===== src/rtl/cdc_in_arbiter.sv =====
// Round-robin burst arbiter that merges N_SRC byte streams onto the single usb_cdc IN port.
// Define ARB_TAG_EN to prefix every grant with a tag byte 8'hA0 | owner index.
module cdc_in_arbiter #(
  parameter int N_SRC     = 2,
  parameter int MAX_BURST = 8
) (
  input  logic               clk,
  input  logic               rstn,
  input  logic [8*N_SRC-1:0] src_data_i,
  input  logic [N_SRC-1:0]   src_valid_i,
  output logic [N_SRC-1:0]   src_ready_o,
  output logic [7:0]         in_data_o,
  output logic               in_valid_o,
  input  logic               in_ready_i,
  output logic [N_SRC-1:0]   grant_o,
  output logic               busy_o
);

  localparam int IW = $clog2(N_SRC);
  localparam int CW = $clog2(MAX_BURST + 1);

  typedef enum logic [1:0] {
    S_IDLE  = 2'd0,
`ifdef ARB_TAG_EN
    S_TAG   = 2'd2,
`endif
    S_BURST = 2'd1
  } state_t;

  state_t          r_state, w_state_nxt;
  logic [IW-1:0]   r_g, w_g_nxt;
  logic [IW-1:0]   r_last, w_last_nxt;
  logic [N_SRC-1:0] r_grant, w_grant_nxt;
  logic [CW-1:0]   r_cnt, w_cnt_nxt;

  logic [7:0]      w_src_byte [N_SRC];
  logic [IW-1:0]   w_idx, w_pick;
  logic            w_found;
  logic            w_sel_valid;
  logic            w_xfer;

  for (genvar k = 0; k < N_SRC; k++) begin : g_unpack
    assign w_src_byte[k] = src_data_i[8*k +: 8];
  end

  // Rotating priority: the first requester after the previous owner wins.
  always_comb begin
    w_found = 1'b0;
    w_pick  = r_last;
    w_idx   = r_last;
    for (int i = 1; i <= N_SRC; i++) begin
      w_idx = IW'((int'(r_last) + i) % N_SRC);
      if (!w_found && src_valid_i[w_idx]) begin
        w_found = 1'b1;
        w_pick  = w_idx;
      end
    end
  end

  assign w_sel_valid = src_valid_i[r_g];
  assign w_xfer      = (r_state == S_BURST) && w_sel_valid && in_ready_i;
  assign grant_o     = r_grant;
  assign busy_o      = (r_state != S_IDLE);

  // NOTE: every signal written here gets a default first, so no path can infer a latch.
  always_comb begin
    w_state_nxt = r_state;
    w_g_nxt     = r_g;
    w_last_nxt  = r_last;
    w_grant_nxt = r_grant;
    w_cnt_nxt   = r_cnt;
    in_data_o   = 8'h00;
    in_valid_o  = 1'b0;
    src_ready_o = '0;
    case (r_state)
      S_IDLE: begin
        if (w_found) begin
          w_g_nxt     = w_pick;
          w_grant_nxt = {{(N_SRC-1){1'b0}}, 1'b1} << w_pick;
          w_cnt_nxt   = '0;
`ifdef ARB_TAG_EN
          w_state_nxt = S_TAG;
`else
          w_state_nxt = S_BURST;
`endif
        end
      end
`ifdef ARB_TAG_EN
      S_TAG: begin
        in_data_o  = 8'hA0 | 8'(r_g);
        in_valid_o = 1'b1;
        if (in_ready_i) w_state_nxt = S_BURST;
      end
`endif
      S_BURST: begin
        in_data_o        = w_src_byte[r_g];
        in_valid_o       = w_sel_valid;
        src_ready_o[r_g] = in_ready_i;
        if (w_xfer) w_cnt_nxt = r_cnt + 1'b1;
        // Release only on a byte boundary: either the burst is full or the owner went idle.
        if (!w_sel_valid || (w_xfer && r_cnt == CW'(MAX_BURST - 1))) begin
          w_state_nxt = S_IDLE;
          w_last_nxt  = r_g;
          w_grant_nxt = '0;
        end
      end
      default: w_state_nxt = S_IDLE;
    endcase
  end

  // NOTE: sequential state uses non-blocking assignments so every register updates together.
  always_ff @(posedge clk or negedge rstn) begin
    if (!rstn) begin
      r_state <= S_IDLE;
      r_g     <= '0;
      r_last  <= IW'(N_SRC - 1);
      r_grant <= '0;
      r_cnt   <= '0;
    end else begin
      r_state <= w_state_nxt;
      r_g     <= w_g_nxt;
      r_last  <= w_last_nxt;
      r_grant <= w_grant_nxt;
      r_cnt   <= w_cnt_nxt;
    end
  end

endmodule


===== config.mk =====
export PLATFORM = sky130hd
export DESIGN_NAME = cdc_in_arbiter
export DESIGN_NICKNAME = d
export VERILOG_FILES = /design/src/rtl/cdc_in_arbiter.sv
export SDC_FILE = /design/constraint.sdc
export NUM_CORES = 1
export LEC_CHECK = 0
export CORE_MARGIN = 2
export CORE_UTILIZATION = 35
export CTS_CLUSTER_DIAMETER = 40
export DETAILED_ROUTE_END_ITERATION = 10
export PLACE_DENSITY = 0.8
export SYNTH_ARGS = -nofsm -noshare
export SYNTH_HDL_FRONTEND = slang
export SYNTH_SLANG_ARGS = --single-unit

===== constraint.sdc =====
create_clock -name clk -period 1.9 [get_ports clk]
set_input_delay 0.475 -clock clk [delete_from_list [all_inputs] [get_ports clk]]
set_output_delay 0.475 -clock clk [all_outputs]
set_load 0.05 [all_outputs]

* Word-level counts from Yosys, hierarchy flattened
Index checks and enable logic that the tools add are counted.
** Word-level totals
- Register bits :: 10
- Latch bits :: 0
- Bits in writable memories :: 0
- Bits in read-only memories :: 0
- Bits of input ports :: 21
- Logic and storage cells :: 63
- Memories :: 0
** Cells by class
- $add $sub $neg :: 3
- $mul :: 0
- Div/mod/pow operators :: 0
- Order comparisons :: 5
- Equal/unequal tests :: 5
- Shift operators :: 1
- Mux-type cells :: 26
- Bitwise operators :: 2
- Reduce and logical (&&, ||, !) cells :: 16
** Operators with widths (count)
- $mux 8 :: 4
- $mux 1 :: 12
- $mux 2 :: 4
- $mux 4 :: 2
- $pmux 2 s2 :: 2
- $pmux 4 s2 :: 1
- $lt 1x2->1 const B :: 3
- $reduce_and 2->1 :: 3
- $reduce_and 3->1 :: 2
- $logic_and 1x1->1 :: 5
- $add 4x1->4 const B :: 1
- $eq 4x3->1 const B :: 1
- $ne 2x2->1 const B :: 2
- $reduce_bool 2->1 :: 2
- $add 1x1->1 const B :: 2
- $and 2x2->2 :: 1
- $eq 2x1->1 const B :: 1
- $ge 2x2->1 const B :: 1
- $logic_not 1->1 :: 2
- $logic_not 2->1 :: 1
- $ne 2x1->1 const B :: 1
- $not 1->2 :: 1
- $shl 1x1->2 const A :: 1
- $demux 1 s1 :: 1
- other kinds (2) :: 2

* Longest topological paths before layout
- Word-level depth :: 10
- Mapped depth :: 4
- Gate-level depth less buffers :: 4

* Worst setup path after synthesis
OpenSTA, ideal clock, no wires.
- Kind :: reg-to-output
- From :: register r_state[0]
- To :: output in_data_o[0]
- Arrival :: 1.646 ns
- Data required time :: 1.425 ns
- Slack :: -0.221 ns
- Cell stages (with the launch flop) :: 4
- Path buffers :: 1
- Cells stage by stage :: dfrtp_1 > inv_1 > clkbuf_1 > nor2_1
** On the way
- Longest elaborated chain between the ends :: 2
** RTL lines
- start: declaration :: RTL line 30 : state_t r_state, w_state_nxt;
- start signal: assignment :: RTL line 120 : r_state <= w_state_nxt;
- $eq 2x1->1 :: RTL line 75 : case (r_state)
- $mux 8 :: RTL line 75
- end: declaration :: RTL line 12 : output logic [7:0] in_data_o,
Every way passes these cells.

* Worst setup path in the final report
- From :: register r_g
- To :: output in_data_o[6]
** On the way
- Longest elaborated chain between the ends :: 5
** RTL lines
- start: declaration :: RTL line 31 : logic [IW-1:0] r_g, w_g_nxt;
- start signal: assignment :: RTL line 121 : r_g <= w_g_nxt;
- $not 1->2 (not written as such) :: RTL line 96 : in_data_o = w_src_byte[r_g];
- $mux 8 (not written as such) (3 in a row) :: RTL line 96
- $mux 8 :: RTL line 75
Every way passes these cells. The select of a mux whose other input is x is not followed.

==> run metrics <==
Final Hold Fails=0; crit end category=output port; register share of total power=19.6%; placed wire-length estimate=1.351 mm; Final setup viols=0; post-route ant nets=0; post-synthesis simple-gate area fraction=21.06%; hold_buf cts=0; #FFs+latches synth=9; layout cells sized above 1=42.57%; max layer used=met3; IO Pins=35; H-tree depth=1; initial antenna violation count=0; status=complete, no violations; I/O Buffers=34; CTS tree=done; wire length on met1=645 um; fin nets=124; drt initial violations=22; Worst Hold Class=reg -> reg; die width=44.15 um; XOR/XNOR Fraction of Synth Area=0%; Post-Syn Instances=59; slew margin rel.=71.04%; CTS Sinks=9; worst slew pin tran=0.4331 ns; storage element area=231.5 um^2; vias in the first global route=622; complex-gate fraction of the synthesized area=6.652%; multi-input logic area=362.8 um^2; Worst Path Required=1.42 ns; diode count=0; CTS Buf Count=3; Setup WS post-layout=0.02492 ns; vias per cell=5.197; Worst Skew=0.01968 ns; main combinational cell family by area after synthesis=multiplexers; All-Layer GR Usage=18.85%; P_sw=0.9990 mW; unique cell type count in the Yosys netlist=23; Detailed Routing Iterations Pass 1=4; largest net degree at the start of global routing=13; CTS clk-pin slew, worst paths=0.08 ns; post-synthesis mux area share=26.39%; GR Overflow Total=0; Rows=14; CTS root buf=clkbuf_4; gp weighted congestion=0.7506; setup_tns=0 ns; Crit Path Category=reg -> out; register area share after synthesis=40.13%; WL met3=101 um; FMAX=533.3 MHz; Post-Route WL=1.839 mm; # fillers=105; Synthesized Nets=81; Die Span Y=44.15 um; switching part of the total=48.42%; CP arrival=1.40 ns; clock latency on the worst-skew pair=0.27 ns; first-pass GRT wire length=2.663 mm; DR vias=608; post-synthesis adder-cell area fraction=2.217%; Clock Tree Buf Depth=2; max-cap violations=0; maximum vdd drop=1142 uV; Final Max Slew Viols=0; dpl ws=-0.03385 ns; clock share of power=7.6%; Min Clock Period, post-route=1.875 ns; PwrDens=1781 mW/mm^2; die footprint=0.001949 mm^2; P_int=1.064 mW; DRC viols=0; CP max FO=12; area grow syn2layout=105.3%; drt wl/cell=15.72 um; Cell Area, Placed=0.001084 mm^2; cell area after synthesis=564.3 um^2; Gate power share=72.8%; metal2 WL=1.091 mm; Warnings, synthesis=0; leakage power=0.5210 nW; Worst Setup Start Kind=flop; design area=0.001159 mm^2; fin crit share=98.69%; Avg Cell Area, Syn=9.564 um^2; core area=0.001506 mm^2; Starting Density=37.46%
flip-flops by register name, summed over array words and instances (netlist names):
signal	flops
r_cnt	4
r_g	1
r_last	1
r_state	1
grant_o	2
layer usage:
metal | vias up | GRT usage (%)
met2 | 19 | 36.18
li1 | 289 | -
met4 | 0 | 6.667
met3 | 0 | 5.306
met5 | - | 0
met1 | 300 | 19.08
cells by family after synthesis:
logic type | count (synthesis)
buffers and inverters | 5
AO/OA/AOI/OAI | 5
multiplexers | 14
flip-flops | 9
adder cells (fa/ha/maj) | 1
AND/OR/NAND/NOR | 25
synthesized netlist by cell type, drive strengths merged:
cell,count,area [um^2]
mux2i,13,133.9
nor2,12,45.04
dfrtp,8,200.2
nand2,5,18.77
inv,3,11.26
nand2b,2,12.51
a21oi,1,5.000
a31o,1,8.760
and3,1,6.260
and3b,1,8.760
and4b,1,10.01
buf,1,5.000
clkbuf,1,3.750
dfstp,1,26.28
ha,1,12.51
mux2,1,15.01
nand3,1,5.000
nor3,1,5.000
nor3b,1,7.510
o21ai,1,8.760
o21bai,1,7.510
o31ai,1,7.510
worst paths after layout:
path / slack, ns / cells after the start / from / end
max: 0.02 / 3 / r_g / in_data_o[6]
min in group asynchronous: 0.50 / 1 / rstn / grant_o[0]
max reg2reg: 0.35 / 4 / r_g / r_last
min reg2reg: 0.47 / 1 / r_cnt[3] / r_cnt[3]
max in group asynchronous: 1.06 / 1 / rstn / r_g
min: 0.47 / 1 / r_cnt[3] / r_cnt[3]
through the flow:
stage	hold WS (ns)	utilization, %	total power, mW	std cells
3_5_place_dp	0.4676	71.93	1.803	112
4_1_cts	0.4752	74.09	1.966	116
5_1_grt	0.5018	76.91	2.159	117
2_1_floorplan	0.1794	-	1.162	59
6_report	0.4712	76.91	2.063	117
3_3_place_gp	0.4659	71.93	1.772	112
power groups by stage:
stage	sequential [mW]	clock [mW]	combinational, mW
after global placement	0.372	0	1.40
after global routing	0.421	0.169	1.57
final	0.405	0.156	1.50
after detailed placement	0.382	0	1.42
after floorplan	0.431	0	0.731
after CTS	0.382	0.154	1.43
cell usage in the layout (no fill, tap or decap), drive strengths merged, types with 2 or more instances in the layout:
cell           count
nand2b             2
buf               20
clkdlybuf4s50     19
mux2i             13
nor2              12
nand2              5
inv                2
dfrtp              8
clkbuf             4
area by class of cell:
class / count / area share, %
well taps: 16 / 1.728
multi-input cells: 45 / 31.32
repair buffers: 40 / 43.41
inverters: 3 / 1.296
clock buffers: 4 / 2.268
flip-flops and latches: 9 / 19.98
critical path, stage by stage, from the launching register on:
cell     delay [ns]
dfrtp_4        0.56
mux2i_1        0.31
nor2_2         0.09
buf_12         0.15
timing repair:
action | in CTS | in global routing
pin swaps | 0 | 1
endpoints found under the hold margin | 0 | 0
gates resized for setup | 3 | 7
endpoints found under the setup margin | 10 | 11
setup buffers | 0 | 1
Note: power is estimated with default switching activity, not from simulation.
